**src/rtl/fwd_hazard_unit.sv**
```systemverilog
// Operand forwarding and load-use interlock between decode and EX.
// Tracks EX/MEM/WB destinations and picks the youngest producer per operand.
module fwd_hazard_unit #(
  parameter int NUM_OPR = 2,
  parameter int DATA_W  = 32,
  parameter int REG_AW  = 5,
  parameter int CNT_W   = 16
) (
  input  logic                      clk,
  input  logic                      rst_n,
  input  logic                      id_valid,
  input  logic [REG_AW-1:0]         id_dst_addr,
  input  logic                      id_is_load,
  input  logic [NUM_OPR*REG_AW-1:0] id_opr_addr,
  input  logic [NUM_OPR*DATA_W-1:0] id_opr_data,
  input  logic [DATA_W-1:0]         ex_alu_result,
  input  logic [DATA_W-1:0]         mem_result,
  input  logic [DATA_W-1:0]         wb_data,
  input  logic                      pipe_hold,
  input  logic                      flush,
  output logic [NUM_OPR*DATA_W-1:0] fwd_data,
  output logic [NUM_OPR*2-1:0]      fwd_src,
  output logic                      hazard_stall,
  output logic [CNT_W-1:0]          stall_cnt
);

  logic              ex_v_q, ex_v_d;
  logic [REG_AW-1:0] ex_dst_q, ex_dst_d;
  logic              ex_ld_q, ex_ld_d;
  logic              mem_v_q, mem_v_d;
  logic [REG_AW-1:0] mem_dst_q, mem_dst_d;
  logic              wb_v_q, wb_v_d;
  logic [REG_AW-1:0] wb_dst_q, wb_dst_d;
  logic [CNT_W-1:0]  stall_cnt_q, stall_cnt_d;

  logic [NUM_OPR-1:0] ex_hit, mem_hit, wb_hit, ld_hit;

  always_comb begin
    fwd_data = id_opr_data;
    fwd_src  = '0;
    ex_hit   = '0;
    mem_hit  = '0;
    wb_hit   = '0;
    ld_hit   = '0;
    for (int k = 0; k < NUM_OPR; k++) begin
      if (id_opr_addr[k*REG_AW +: REG_AW] != '0) begin
        ex_hit[k]  = ex_v_q  &&
                     (ex_dst_q  == id_opr_addr[k*REG_AW +: REG_AW]);
        mem_hit[k] = mem_v_q &&
                     (mem_dst_q == id_opr_addr[k*REG_AW +: REG_AW]);
        wb_hit[k]  = wb_v_q  &&
                     (wb_dst_q  == id_opr_addr[k*REG_AW +: REG_AW]);
      end
      if (ex_hit[k]) begin
        fwd_src[k*2 +: 2] = 2'd1;
        // load data does not exist yet; ID waits one cycle
        if (ex_ld_q) ld_hit[k] = 1'b1;
        else fwd_data[k*DATA_W +: DATA_W] = ex_alu_result;
      end else if (mem_hit[k]) begin
        fwd_src[k*2 +: 2] = 2'd2;
        fwd_data[k*DATA_W +: DATA_W] = mem_result;
      end else if (wb_hit[k]) begin
        fwd_src[k*2 +: 2] = 2'd3;
        fwd_data[k*DATA_W +: DATA_W] = wb_data;
      end
    end
    hazard_stall = id_valid & (|ld_hit);
  end

  always_comb begin
    ex_v_d      = ex_v_q;
    ex_dst_d    = ex_dst_q;
    ex_ld_d     = ex_ld_q;
    mem_v_d     = mem_v_q;
    mem_dst_d   = mem_dst_q;
    wb_v_d      = wb_v_q;
    wb_dst_d    = wb_dst_q;
    stall_cnt_d = stall_cnt_q;
    if (!pipe_hold) begin
      wb_v_d    = mem_v_q;
      wb_dst_d  = mem_dst_q;
      mem_v_d   = ex_v_q;
      mem_dst_d = ex_dst_q;
      if (id_valid && !hazard_stall && !flush &&
          (id_dst_addr != '0)) begin
        ex_v_d   = 1'b1;
        ex_dst_d = id_dst_addr;
        ex_ld_d  = id_is_load;
      end else begin
        ex_v_d   = 1'b0;
        ex_dst_d = '0;
        ex_ld_d  = 1'b0;
      end
      if (hazard_stall && (stall_cnt_q != '1))
        stall_cnt_d = stall_cnt_q + 1'b1;
    end
  end

  always_ff @(posedge clk or negedge rst_n) begin
    if (!rst_n) begin
      ex_v_q      <= 1'b0;
      ex_dst_q    <= '0;
      ex_ld_q     <= 1'b0;
      mem_v_q     <= 1'b0;
      mem_dst_q   <= '0;
      wb_v_q      <= 1'b0;
      wb_dst_q    <= '0;
      stall_cnt_q <= '0;
    end else begin
      ex_v_q      <= ex_v_d;
      ex_dst_q    <= ex_dst_d;
      ex_ld_q     <= ex_ld_d;
      mem_v_q     <= mem_v_d;
      mem_dst_q   <= mem_dst_d;
      wb_v_q      <= wb_v_d;
      wb_dst_q    <= wb_dst_d;
      stall_cnt_q <= stall_cnt_d;
    end
  end

  assign stall_cnt = stall_cnt_q;

endmodule

```
**config.mk**
```make
export PLATFORM = sky130hd
export DESIGN_NAME = fwd_hazard_unit
export DESIGN_NICKNAME = d
export VERILOG_FILES = /design/src/rtl/fwd_hazard_unit.sv
export SDC_FILE = /design/constraint.sdc
export NUM_CORES = 1
export LEC_CHECK = 0
export ABC_AREA = 1
export BUFFER_PORTS_ARGS = -buffer_cell sky130_fd_sc_hd__buf_2
export CORE_UTILIZATION = 44
export DETAILED_ROUTE_END_ITERATION = 12
export GPL_ROUTABILITY_DRIVEN = 1
export PLACE_DENSITY_LB_ADDON = 0.15
export SLEW_MARGIN = 20
export SYNTH_ARGS = -nofsm -noshare
export SYNTH_HDL_FRONTEND = slang
export SYNTH_SLANG_ARGS = --single-unit
```
**constraint.sdc**
```tcl
create_clock -name clk -period 1.75 [get_ports clk]
set_input_delay 0.35 -clock clk [delete_from_list [all_inputs] [get_ports clk]]
set_output_delay 0.35 -clock clk [all_outputs]
set_load 0.02 [all_outputs]
```
==> metrics.yaml <==
pwr:
  total_power_mw: 3.90
  pwr-share-comb: 0.465
  leakage_nw: 5.38
  internal-power_mw: 2.43
  swShare: 0.376
  peakVddDrop_v: 0.000553
  seqPwrFrac: 0.225
  p_sw_mw: 1.47
  power_frac_clock: 0.310
  power_density_nw_per_um2: 396
cells_and_area:
  drive_above_1_share: 0.463
  layout_commonest_cell: "nand2_1"
  utilization: 0.806
  insertedDiodeCount: 0
  synthToLayoutAreaGrowth_pct: 76.0
  final_cell_area_um2: 9840
  nets: 1606
  fillers: 921
  stdcell_count: 1593
  layout_common_cells: "nand2_1, buf_2, nand3_1, buf_6, nor2_1"
grt:
  grt_overflow: 0
  grt_pass1_wl_mm: 37.7
  grt_pass1_vias: 7719
  antenna_found_initial: 0
  grtUsageTotal: 0.362
  grt_max_degree: 42
floorplanning:
  die_y_um: 115
  start_util: 0.458
  rows: 40
  core_area_um2: 12200
  io_pins: 266
  die_x_um: 115
  dieArea_um2: 13200
route:
  routedWlPerCell_um: 17.9
  ant_nets: 0
  vias_per_cell: 5.70
  wl_mm: 28.5
  drt-initial-drc-count: 1078
  drc_errors: 0
  vias: 9081
  dr.pass1.iters: 8
synthesis:
  netlist_area_um2: 5590
  synthCells: 1112
  syn_avg_cell_area_um2: 5.03
  ys_seq_area_frac: 0.157
  ys_ff_latch: 35
  synthDistinctLibCells: 27
  synthesis.nets: 1294
  ys_warn_count: 0
sta:
  period_share: 1.40
  rsz0062_at_grt: "yes"
  slew_headroom: 0.686
  timing.final.hold_violations: 0
  setup_violations: 69
  tightest_slew_ps: 471
  maxSlewViolCount: 0
  period_needed_ps: 2450
  setup_ws_ps: -695
  fin_worst_skew_ps: 5.23
  fmax_mhz: 409
cts:
  cts_buffer_depth: 2
  clkSlewWorstSetupHoldPaths_ps: 60
  root_buffer: "clkbuf_16"
  htreeDepth: 2
  cts_buffers: 5
  cts_tree: "built"
  clk_latency_ps: 290
  cts_hold_buffers: 0
  cts_sinks: 35
placed_design:
  dp_hpwl_mm: 16.3
  port_buffers: 265
  place.gp.congestion: 0.913
  place_inst: 1536
  placedInstanceArea_um2: 7580
setup_path:
  r2r-start: "ex_dst_q[0]$_DFFE_PN0N_"
  start_kind: "flop"
  critPathKind: "reg -> out"
  cp.required_ps: 1400
  reg2reg_depth: 11
  reg2reg_slack_ps: 60
  r2r_end: "ex_ld_q$_DFFE_PN0N_"
  worstPathArrival_ps: 2100
  crit_path_end_kind: "output port"
  cp_max_fo: 8
min_path:
  hold_class: "in -> async"
status:
  violations: "negative setup slack"
  status: "finished, violations left"
flow_run:
  cap_violations: 0
flip-flops by register name (all words and copies together) (netlist names):
register / count
stall_cnt: 16
ex_dst_q: 5
mem_dst_q: 5
wb_dst_q: 5
ex_ld_q: 1
ex_v_q: 1
mem_v_q: 1
wb_v_q: 1
cell families after synthesis:
| family | count (synthesis) | synth area share |
|---|---|---|
| xor+xnor | 14 | 0.0219 |
| simple gates | 865 | 0.657 |
| buf+inv | 173 | 0.140 |
| fa+ha+maj | 1 | 0.00224 |
| compound gates | 24 | 0.0224 |
| flops | 35 | 0.157 |
cells in the mapped netlist (all sizes together):
library cell / instances / area share
a21oi: 6 / 0.0054
a21boi: 1 / 0.0013
buf: 53 / 0.060
nand3: 244 / 0.22
dfrtp: 35 / 0.16
ha: 1 / 0.0022
xor2: 6 / 0.0094
a211oi: 1 / 0.0013
nand2: 455 / 0.31
clkinv: 1 / 0.00067
clkbuf: 14 / 0.0094
xnor2: 8 / 0.013
nand4: 25 / 0.028
nand3b: 1 / 0.0013
inv: 105 / 0.070
nor2: 138 / 0.098
o21ai: 16 / 0.014
nor3: 2 / 0.0018
routing by layer:
metal / vias up / GRT usage / wire (µm)
li1: 4161 / - / -
met1: 4038 / 0.450 / 10200
met2: 690 / 0.611 / 13100
met3: 192 / 0.0664 / 3260
met4: 0 / 0.161 / 1870
met5: - / 0 / 0
per-stage QoR:
step / setup slack, ps / hold slack, ps / setup TNS, ps
5_1_grt: -801 / 43.6 / -47430
4_1_cts: -557 / 30.2 / -33570
3_5_place_dp: -434 / 331 / -27400
3_3_place_gp: -422 / 329 / -26450
6_report: -695 / 16.8 / -42500
2_1_floorplan: -36.1 / 54.4 / -796
worst max-delay path: stages (launching register included):
cell and delay [ps]:
dfrtp_1 440, inv_2 100, nand2_1 60, nand2_2 70, nand2_2 70, nor2_4 180, nand2_8 150, clkinv_8 130
buf_16 140, nand2_1 50, nand2_1 70, nor2_2 50, nor2_2 150, buf_6 140
worst max path at each step:
stage / startpoint / to / slack (ps)
5_1_grt: mem_dst_q[2]$_DFFE_PN0N_ / fwd_data[54] / -800
4_1_cts: ex_dst_q[2]$_DFFE_PN0N_ / fwd_data[1] / -560
3_5_place_dp: id_opr_addr[1] / fwd_data[6] / -430
6_report: mem_dst_q[4]$_DFFE_PN0N_ / fwd_data[54] / -700
3_3_place_gp: id_opr_addr[2] / fwd_data[6] / -420
2_1_floorplan: id_opr_addr[5] / fwd_data[48] / -40
area by class of cell:
type / instances / area, µm² / area share
clock inverter: 3 / 67.6 / 0.00686
sequential: 35 / 881 / 0.0895
multi-input combinational: 906 / 4940 / 0.502
tap: 168 / 210 / 0.0214
timing repair buffer: 370 / 3200 / 0.325
inverter: 106 / 420 / 0.0427
clock buffer: 5 / 125 / 0.0127
what timing repair did:
action | in CTS | in global routing
buffers inserted | 12 | 11
resized for setup | 146 | 233
cloned | 9 | 19
pin swaps | 18 | 100
endpoints found under the setup margin | 70 | 92
power by group through the flow:
stage               Combinational (mW)  Sequential [mW]  Clock [mW]
global route                      1.94            0.883        1.25
finish                            1.81            0.879        1.21
CTS                               1.54            0.875        1.20
floorplan                        0.732            0.881           0
global placement                  1.32            0.886           0
detailed placement                1.32            0.887           0
(Power assumes the default switching activity.)
